File: config.mk
export PLATFORM = sky130hd
export DESIGN_NAME = led_pwm_fader
export DESIGN_NICKNAME = d
export VERILOG_FILES = /design/src/rtl/led_pwm_fader.sv
export SDC_FILE = /design/constraint.sdc
export NUM_CORES = 1
export LEC_CHECK = 0
export CAP_MARGIN = 20
export CORE_ASPECT_RATIO = 1.25
export CORE_MARGIN = 5
export CORE_UTILIZATION = 54
export CTS_CLUSTER_DIAMETER = 80
export CTS_CLUSTER_SIZE = 28
export DETAILED_ROUTE_END_ITERATION = 6
export GPL_TIMING_DRIVEN = 0
export PLACE_DENSITY = 0.8
export SETUP_SLACK_MARGIN = 0.05
export SYNTH_ARGS = -nofsm -noshare
export SYNTH_HDL_FRONTEND = slang
export SYNTH_SLANG_ARGS = --single-unit
export TNS_END_PERCENT = 10
File: constraint.sdc
create_clock -name Clk -period 2.5 [get_ports Clk]
set_clock_uncertainty 0.05 [all_clocks]
set_input_delay 0.625 -clock Clk [delete_from_list [all_inputs] [get_ports Clk]]
set_output_delay 0.625 -clock Clk [all_outputs]
set_load 0.03 [all_outputs]
File: src/rtl/led_pwm_fader.sv
// led_pwm_fader: LED output stage driven by mode/level commands from the MCU
// register logic. Two PWM-dimmed LEDs (primary and complementary) follow one
// of four modes: OFF, ON, BLINK or BREATHE (triangle fade up to the peak level).
module led_pwm_fader #(
    parameter int PWM_W       = 8,
    parameter int STEP_DIV    = 1953,
    parameter int BLINK_STEPS = 128
) (
    input  logic             Clk,
    input  logic             Rst,
    input  logic             CmdValid,
    output logic             CmdReady,
    input  logic [1:0]       CmdMode,
    input  logic [PWM_W-1:0] CmdLevel,
    output logic [1:0]       Mode,
    output logic [1:0]       Led
);

    localparam logic [1:0] MODE_OFF     = 2'd0;
    localparam logic [1:0] MODE_ON      = 2'd1;
    localparam logic [1:0] MODE_BLINK   = 2'd2;
    localparam logic [1:0] MODE_BREATHE = 2'd3;

    localparam logic DIR_UP   = 1'b0;
    localparam logic DIR_DOWN = 1'b1;

    // Counter widths stay at least one bit so a divider of 1 still elaborates.
    localparam int PRE_W = (STEP_DIV > 1) ? $clog2(STEP_DIV) : 1;
    localparam int BLK_W = (BLINK_STEPS > 1) ? $clog2(BLINK_STEPS) : 1;

    localparam logic [PRE_W-1:0] PRE_LAST = PRE_W'(STEP_DIV - 1);
    localparam logic [BLK_W-1:0] BLK_LAST = BLK_W'(BLINK_STEPS - 1);

    logic             r_ready;
    logic [1:0]       r_mode;
    logic [PWM_W-1:0] r_level;
    logic [PWM_W-1:0] r_bright;
    logic             r_dir;
    logic [PWM_W-1:0] r_pwm_cnt;
    logic [PRE_W-1:0] r_presc;
    logic [BLK_W-1:0] r_blink_cnt;
    logic [1:0]       r_led;

    logic             w_accept;
    logic             w_strobe;
    logic [PWM_W-1:0] w_duty0;
    logic [PWM_W-1:0] w_duty1;

    assign w_accept = CmdValid && r_ready;
    assign w_strobe = (r_presc == PRE_LAST);

    // Complementary channel shows the headroom L-b; b never exceeds L so it cannot wrap.
    assign w_duty0 = (r_mode == MODE_OFF) ? '0 : r_bright;
    assign w_duty1 = (r_mode == MODE_OFF) ? '0 : (r_level - r_bright);

    assign CmdReady = r_ready;
    assign Mode     = r_mode;
    assign Led      = r_led;

    // Ready drops for exactly one cycle after each accepted command.
    // NOTE: reset is synchronous here (sampled only at the clock edge), and every
    // register below uses non-blocking assignment so all state updates see the
    // pre-edge values of each other, as real flops do.
    always_ff @(posedge Clk) begin
        if (Rst) begin
            r_ready <= 1'b0;
        end else begin
            r_ready <= !w_accept;
        end
    end

    // Free-running PWM counter; commands never disturb it.
    always_ff @(posedge Clk) begin
        if (Rst) begin
            r_pwm_cnt <= '0;
        end else begin
            r_pwm_cnt <= r_pwm_cnt + PWM_W'(1);
        end
    end

    // Step prescaler: restarts on a new command, wraps after the strobe cycle.
    always_ff @(posedge Clk) begin
        if (Rst) begin
            r_presc <= '0;
        end else if (w_accept || w_strobe) begin
            r_presc <= '0;
        end else begin
            r_presc <= r_presc + PRE_W'(1);
        end
    end

    // Mode/level capture and per-strobe brightness update for each mode.
    always_ff @(posedge Clk) begin
        if (Rst) begin
            r_mode      <= MODE_OFF;
            r_level     <= '0;
            r_bright    <= '0;
            r_dir       <= DIR_UP;
            r_blink_cnt <= '0;
        end else if (w_accept) begin
            r_mode      <= CmdMode;
            r_level     <= CmdLevel;
            r_bright    <= (CmdMode == MODE_ON) ? CmdLevel : '0;
            r_dir       <= DIR_UP;
            r_blink_cnt <= '0;
        end else if (w_strobe) begin
            case (r_mode)
                MODE_OFF: begin
                    r_bright <= '0;
                end
                MODE_ON: begin
                    r_bright <= r_level;
                end
                MODE_BLINK: begin
                    if (r_blink_cnt == BLK_LAST) begin
                        r_blink_cnt <= '0;
                        r_bright    <= (r_bright == '0) ? r_level : '0;
                    end else begin
                        r_blink_cnt <= r_blink_cnt + BLK_W'(1);
                    end
                end
                default: begin
                    // Triangle fade bounded by [0, L]; turning points reverse direction.
                    if (r_level == '0) begin
                        r_bright <= '0;
                    end else if (r_dir == DIR_UP) begin
                        if (r_bright < r_level) begin
                            r_bright <= r_bright + PWM_W'(1);
                        end else begin
                            r_dir    <= DIR_DOWN;
                            r_bright <= r_bright - PWM_W'(1);
                        end
                    end else begin
                        if (r_bright > '0) begin
                            r_bright <= r_bright - PWM_W'(1);
                        end else begin
                            r_dir    <= DIR_UP;
                            r_bright <= r_bright + PWM_W'(1);
                        end
                    end
                end
            endcase
        end
    end

    // Registered PWM compare drives the pins one cycle after b/pwm_cnt.
    always_ff @(posedge Clk) begin
        if (Rst) begin
            r_led <= 2'b00;
        end else begin
            r_led <= {(r_pwm_cnt < w_duty1), (r_pwm_cnt < w_duty0)};
        end
    end

endmodule

; After elaboration in Yosys (flattened, before gate mapping)
; Index checks and enable logic that the tools add are counted.
[totals]
register_bits = 48
in_bits = 13
output_inout_bits = 5
[op_classes]
n_addsub = 6
magnitude_cmp = 4
eq_ne = 6
mux = 16
n_bitwise = 2
reduce_logical = 13
[ops]
columns = operator, n
row1 = 8-bit two-way mux, 11
row2 = 8-bit less-than comparator, 3
row3 = 8-bit case mux with 3 select lines, 1
row4 = "8-bit by 1-bit adder with 8-bit output, second input constant", 2
row5 = 8-bit zero test, 2
row6 = "11-bit by 1-bit adder with 11-bit output, second input constant", 1
row7 = "11-bit equality test, second input constant", 1
row8 = "8-bit by 1-bit > comparator with 1-bit output, second input constant", 1
row9 = "8-bit by 1-bit subtractor with 8-bit output, second input constant", 1
row10 = 8-bit subtractor, 1
row11 = "7-bit by 1-bit adder with 7-bit output, second input constant", 1
row12 = "7-bit equality test, second input constant", 1
row13 = 7-bit two-way mux, 1
row14 = "2-bit by 1-bit equality test with 1-bit output, second input constant", 2
row15 = 2-bit AND reduction, 2
row16 = 2-bit OR reduction, 2
row17 = 1-bit two-way mux, 3
row18 = "3-bit inequality test, second input constant", 1
row19 = 3-bit AND reduction, 1
row20 = 3-bit OR reduction, 1
row21 = "2-bit equality test, second input constant", 1
row22 = 2-bit zero test, 1
row23 = 1-bit NOT, 2
row24 = 2-bit nonzero test, 1
row25 = 3 further kinds, 3

; Logic depth before layout (Yosys ltp)
[logic_depth]
depth_word = 7
mapped_depth = 13
mapped_depth_nobuf = 13

; Worst setup path before layout
; Ideal clock, no wire load.
[synth_path]
path_type = register to register
startpoint = reg r_bright[1]
endpoint = reg r_led[1] (netlist: Led[1])
arrival_ps = 2496
t_required_ps = 2335
slack_ps = -160
stages_incl_launch_ff = 11
path_buffers = 0
path_cell_list = dfxtp_1 inv_1 ha_1 nor2b_1 o21ai_0 a21boi_0 o21a_1 o41ai_1 mux2i_1 ha_1 a2111oi_0
[synth_between]
elab_chain_cells = 3
[synth_rtl]
columns = element, line
row1 = "start, declared", 37  ; logic [PWM_W-1:0] r_bright;
row2 = "start signal, assigned", 103  ; r_bright <= (CmdMode == MODE_ON) ? CmdLevel : '0;
row3 = "start signal, assigned", 112  ; r_bright <= r_level;
row4 = "start signal, assigned", 117  ; r_bright <= (r_bright == '0) ? r_level : '0;
row5 = 8-bit subtractor, 54  ; assign w_duty1 = (r_mode == MODE_OFF) ? '0 : (r_level - r_bright);
row6 = 8-bit two-way mux, 54
row7 = 8-bit less-than comparator, 151  ; r_led <= {(r_pwm_cnt < w_duty1), (r_pwm_cnt < w_duty0)};
row8 = "end signal, assigned", 151
row9 = "end, declared", 42  ; logic [1:0] r_led;
; No other way between the ends.
; A chain may end at the register's enable or synchronous reset.

; Worst setup path after layout
[layout_path]
startpoint = reg r_bright[0]
endpoint = reg r_bright[6]
[layout_between]
elab_chain_cells = 7
[layout_rtl]
columns = element, line
row1 = "8-bit by 1-bit subtractor with 8-bit output, or another cell as far along", "131, 135"
row2 = "8-bit two-way mux, on equally long branches", "127, 134"
row3 = 8-bit two-way mux, 126  ; end else if (r_dir == DIR_UP) begin
row4 = 8-bit two-way mux, 124  ; if (r_level == '0) begin
row5 = 8-bit case mux with 3 select lines (*), 107  ; case (r_mode)
row6 = 8-bit two-way mux (*), 106  ; end else if (w_strobe) begin
row7 = 8-bit two-way mux (*), 100  ; end else if (w_accept) begin
; Every way passes the cells marked *; elsewhere a longest branch is shown, timed or not. The select of a mux whose other input is x is not followed.

==> impl_metrics.py <==
metrics = {
    "status": {
        "violations": "negative setup slack",
        "run_status": "finished with violations",
    },
    "clock_tree": {
        "cts_tree": "done",
        "h-tree-depth": 2,
        "numCtsBuffers": 5,
        "clock-sinks": 48,
        "clkSlewWorstSetupHoldPaths_ns": 0.09,
        "clock_latency_ns": 0.31,
        "cts_root_buf": "clkbuf_8",
        "clock_path_buffers": 2,
        "cts.hold.buffers_added": 0,
    },
    "placement": {
        "placed_area_mm2": 0.00336,
        "dp.cells": 453,
        "dp_hpwl_um": 5640,
        "pre_cts_ws_ns": -0.346,
        "port-buffer-count": 16,
        "gp_congestion": 0.908,
    },
    "timing": {
        "slew_viol_final": 0,
        "period_share_pct": 105,
        "period_minus_slack_ns": 2.62,
        "rsz0062_at_grt": "yes",
        "slew_headroom_pct": 55.4,
        "fin_ws_ns": -0.124,
        "fmax_mhz": 381,
        "setup_viol": 4,
        "holdWs_ns": 0.403,
        "tightest_slew_ns": 0.669,
        "hold_viol_final": 0,
    },
    "power_and_ir_drop": {
        "p_leak_nw": 1.38,
        "power_density_mw_per_mm2": 526,
        "peakVddDrop_v": 0.000347,
    },
    "worst_hold_path": {
        "min_from": "r_presc[0]$_SDFF_PP0_",
        "min_to": "r_presc[0]$_SDFF_PP0_",
        "hp-class": "flop to flop",
        "hold_path_depth": 1,
    },
    "setup_path": {
        "crit_arrival_ns": 2.75,
        "r2r-end": "r_bright[6]$_SDFFE_PP0P_",
        "crit_required_ns": 2.62,
        "reg2regPathDepth": 8,
        "start_kind": "flop",
        "cp_max_fo": 7,
        "crit_path_cell_trace": "ha_4 > fa_2 > nand2b_4 > a211o_1 > and3b_2 > or4_4 > o2111ai_2 > o221ai_1",
        "r2r-start": "r_bright[0]$_SDFFE_PP0P_",
        "max_stage_delay_ns": 0.53,
        "worst-setup-path-type": "flop to flop",
        "r2r_slack_ns": -0.12,
        "slowest_stage": "or4_4",
        "cp-end-kind": "flop",
    },
    "global_route": {
        "grt_util_all_layers_pct": 21.7,
        "grt_first_pass_wirelength_um": 13000,
        "gr-total-overflow": 0,
        "grt_max_degree": 17,
        "antenna_found_initial": 0,
        "first_global_vias": 2753,
    },
    "drt": {
        "first_iter_violations": 210,
        "routedWlPerCell_um": 16.6,
        "drc": 0,
        "ant_nets": 0,
        "wl_um": 7800,
        "first_pass_iters": 5,
        "post_drt_via_cell_ratio": 6.24,
        "via_count": 2932,
    },
    "cells_and_area": {
        "syn_to_final_growth_pct": 19.6,
        "finalNetCount": 448,
        "drive_above_1_share_pct": 16.3,
        "diodes": 0,
        "design_area_mm2": 0.00369,
        "seqCellArea_um2": 977,
        "fin_cells": 470,
        "fillCellCount": 462,
        "fin_util_pct": 67.3,
        "multi_input_comb_area_mm2": 0.00214,
    },
    "logic_synthesis": {
        "synth_cells": 373,
        "async_flop_share_pct": 0,
        "synth_top_cell_area_share_pct": 31.2,
        "syn_nets": 416,
        "ys.warnings.count": 0,
        "synthTopCellsByCount": "48 x dfxtp_1, 47 x nand2_1, 43 x nor2_1, 29 x ha_1, 19 x a21oi_1",
        "ys_seq_area_share_pct": 31.2,
        "yosysMostFrequentCell": "dfxtp_1",
        "synth-seq-cells": 48,
        "yosys-top-cells-area": "dfxtp_1 31%, ha_1 12%, nand2_1 5.7%",
        "synth_top_area_cell": "dfxtp_1",
        "synth.avg_cell_area_um2": 8.27,
        "netlist-cell-type-count": 55,
        "synth-edff-count": 0,
        "ys.flop_type": "dfxtp_1",
        "synth_area_mm2": 0.00308,
    },
    "die": {
        "initial_core_util_pct": 56.3,
        "die_x_um": 77.6,
        "io_pins": 18,
        "placementRows": 30,
        "fp.dieH_um": 94.5,
        "die_area_mm2": 0.00733,
        "core_mm2": 0.00548,
    },
    "flow_run": {
        "maxCapViolCount": 0,
    },
}
[state kept, by name, indices dropped and copies added (netlist names)]
register / flops
Led: 2
r_blink_cnt: 7
r_bright: 8
r_pwm_cnt: 8
r_dir: 1
r_presc: 11
CmdReady: 1
r_level: 8
Mode: 2
[stage by stage]
step                      setup TNS, ns  power, W
after CTS                        -0.307   0.00191
after global routing             -0.846   0.00205
after detailed placement          -2.32   0.00130
after global placement            -2.03   0.00129
after floorplan                       0   0.00117
final                            -0.266   0.00194
[worst max-delay path: cells and delay by family, from the launching register on]
kind / cells / cell delay (ns)
simple gates: 3 / 0.96
compound gates: 3 / 0.57
fa+ha+maj: 2 / 0.52
flops: 1 / 0.39
[metal layers]
layer  track usage (%)  wire, um
met1              27.2      3380
met2              37.0      3710
met3              4.01       436
met4              8.02       279
met5                 0         0
[cells by family (layout without fill, tap and decap cells)]
family | after synthesis | after routing | synth area share, %
fa+ha+maj | 30 | 30 | 12.4
buf+inv | 28 | 61 | 3.73
mux | 6 | 6 | 1.95
simple gates | 157 | 157 | 25.0
flops | 48 | 48 | 31.2
compound gates | 82 | 82 | 19.5
xor+xnor | 22 | 22 | 6.25
[cell type report]
type                            instances  area share, %
Tap cell                               64           2.17
Sequential cell                        48           26.5
Multi-Input combinational cell        297           58.1
Clock inverter                          3           1.29
Timing Repair Buffer                   26           6.38
Inverter                               15           1.73
Clock buffer                            5           1.87
Buffer                                 12           1.93
[worst max-delay path by stage]
stage | end | from | slack (ns) | cells after the start
3_3_place_gp | r_bright[3]$_SDFFE_PP0P_ | CmdValid | -0.32 | 6
5_1_grt | Led[1]$_SDFF_PP0_ | r_bright[1]$_SDFFE_PP0P_ | -0.22 | 14
6_report | r_bright[6]$_SDFFE_PP0P_ | r_bright[0]$_SDFFE_PP0P_ | -0.12 | 8
4_1_cts | Led[1]$_SDFF_PP0_ | r_bright[1]$_SDFFE_PP0P_ | -0.16 | 12
3_5_place_dp | r_bright[3]$_SDFFE_PP0P_ | CmdValid | -0.35 | 6
2_1_floorplan | r_bright[6]$_SDFFE_PP0P_ | r_level[0]$_SDFFE_PP0P_ | 0.03 | 10
[placed cells by master (no fill, tap or decap), types with 5 or more instances in the layout]
cell | netlist | final
nand2_1 | 47 | 47
nor2_1 | 43 | 42
dfxtp_1 | 48 | 39
ha_1 | 29 | 24
a21oi_1 | 19 | 17
nand3_1 | 16 | 16
clkdlybuf4s50_1 | 0 | 16
xor2_1 | 15 | 15
inv_1 | 15 | 11
buf_4 | 0 | 11
nand4_1 | 11 | 11
clkbuf_1 | 10 | 7
xnor2_1 | 7 | 7
a211o_1 | 7 | 7
o211ai_1 | 7 | 7
dfxtp_2 | 0 | 7
mux2i_1 | 6 | 6
o21ai_0 | 7 | 5
a221oi_1 | 5 | 5
ha_4 | 0 | 5
clkbuf_8 | 0 | 5
[where the power goes]
group / internal (W) / switching [W] / leakage (nW)
Combinational: 0.000240 / 0.000294 / 0.922
Sequential: 0.000795 / 0.0000348 / 0.395
Clock: 0.000301 / 0.000275 / 0.0583
[timing repair]
item | in CTS | in global routing
pin swaps | 7 | 9
buffers inserted | 6 | 4
resized for setup | 23 | 17
setup endpoints to repair | 7 | 9
cloned | 0 | 0
No activity file was read; power rests on OpenSTA's default activity.
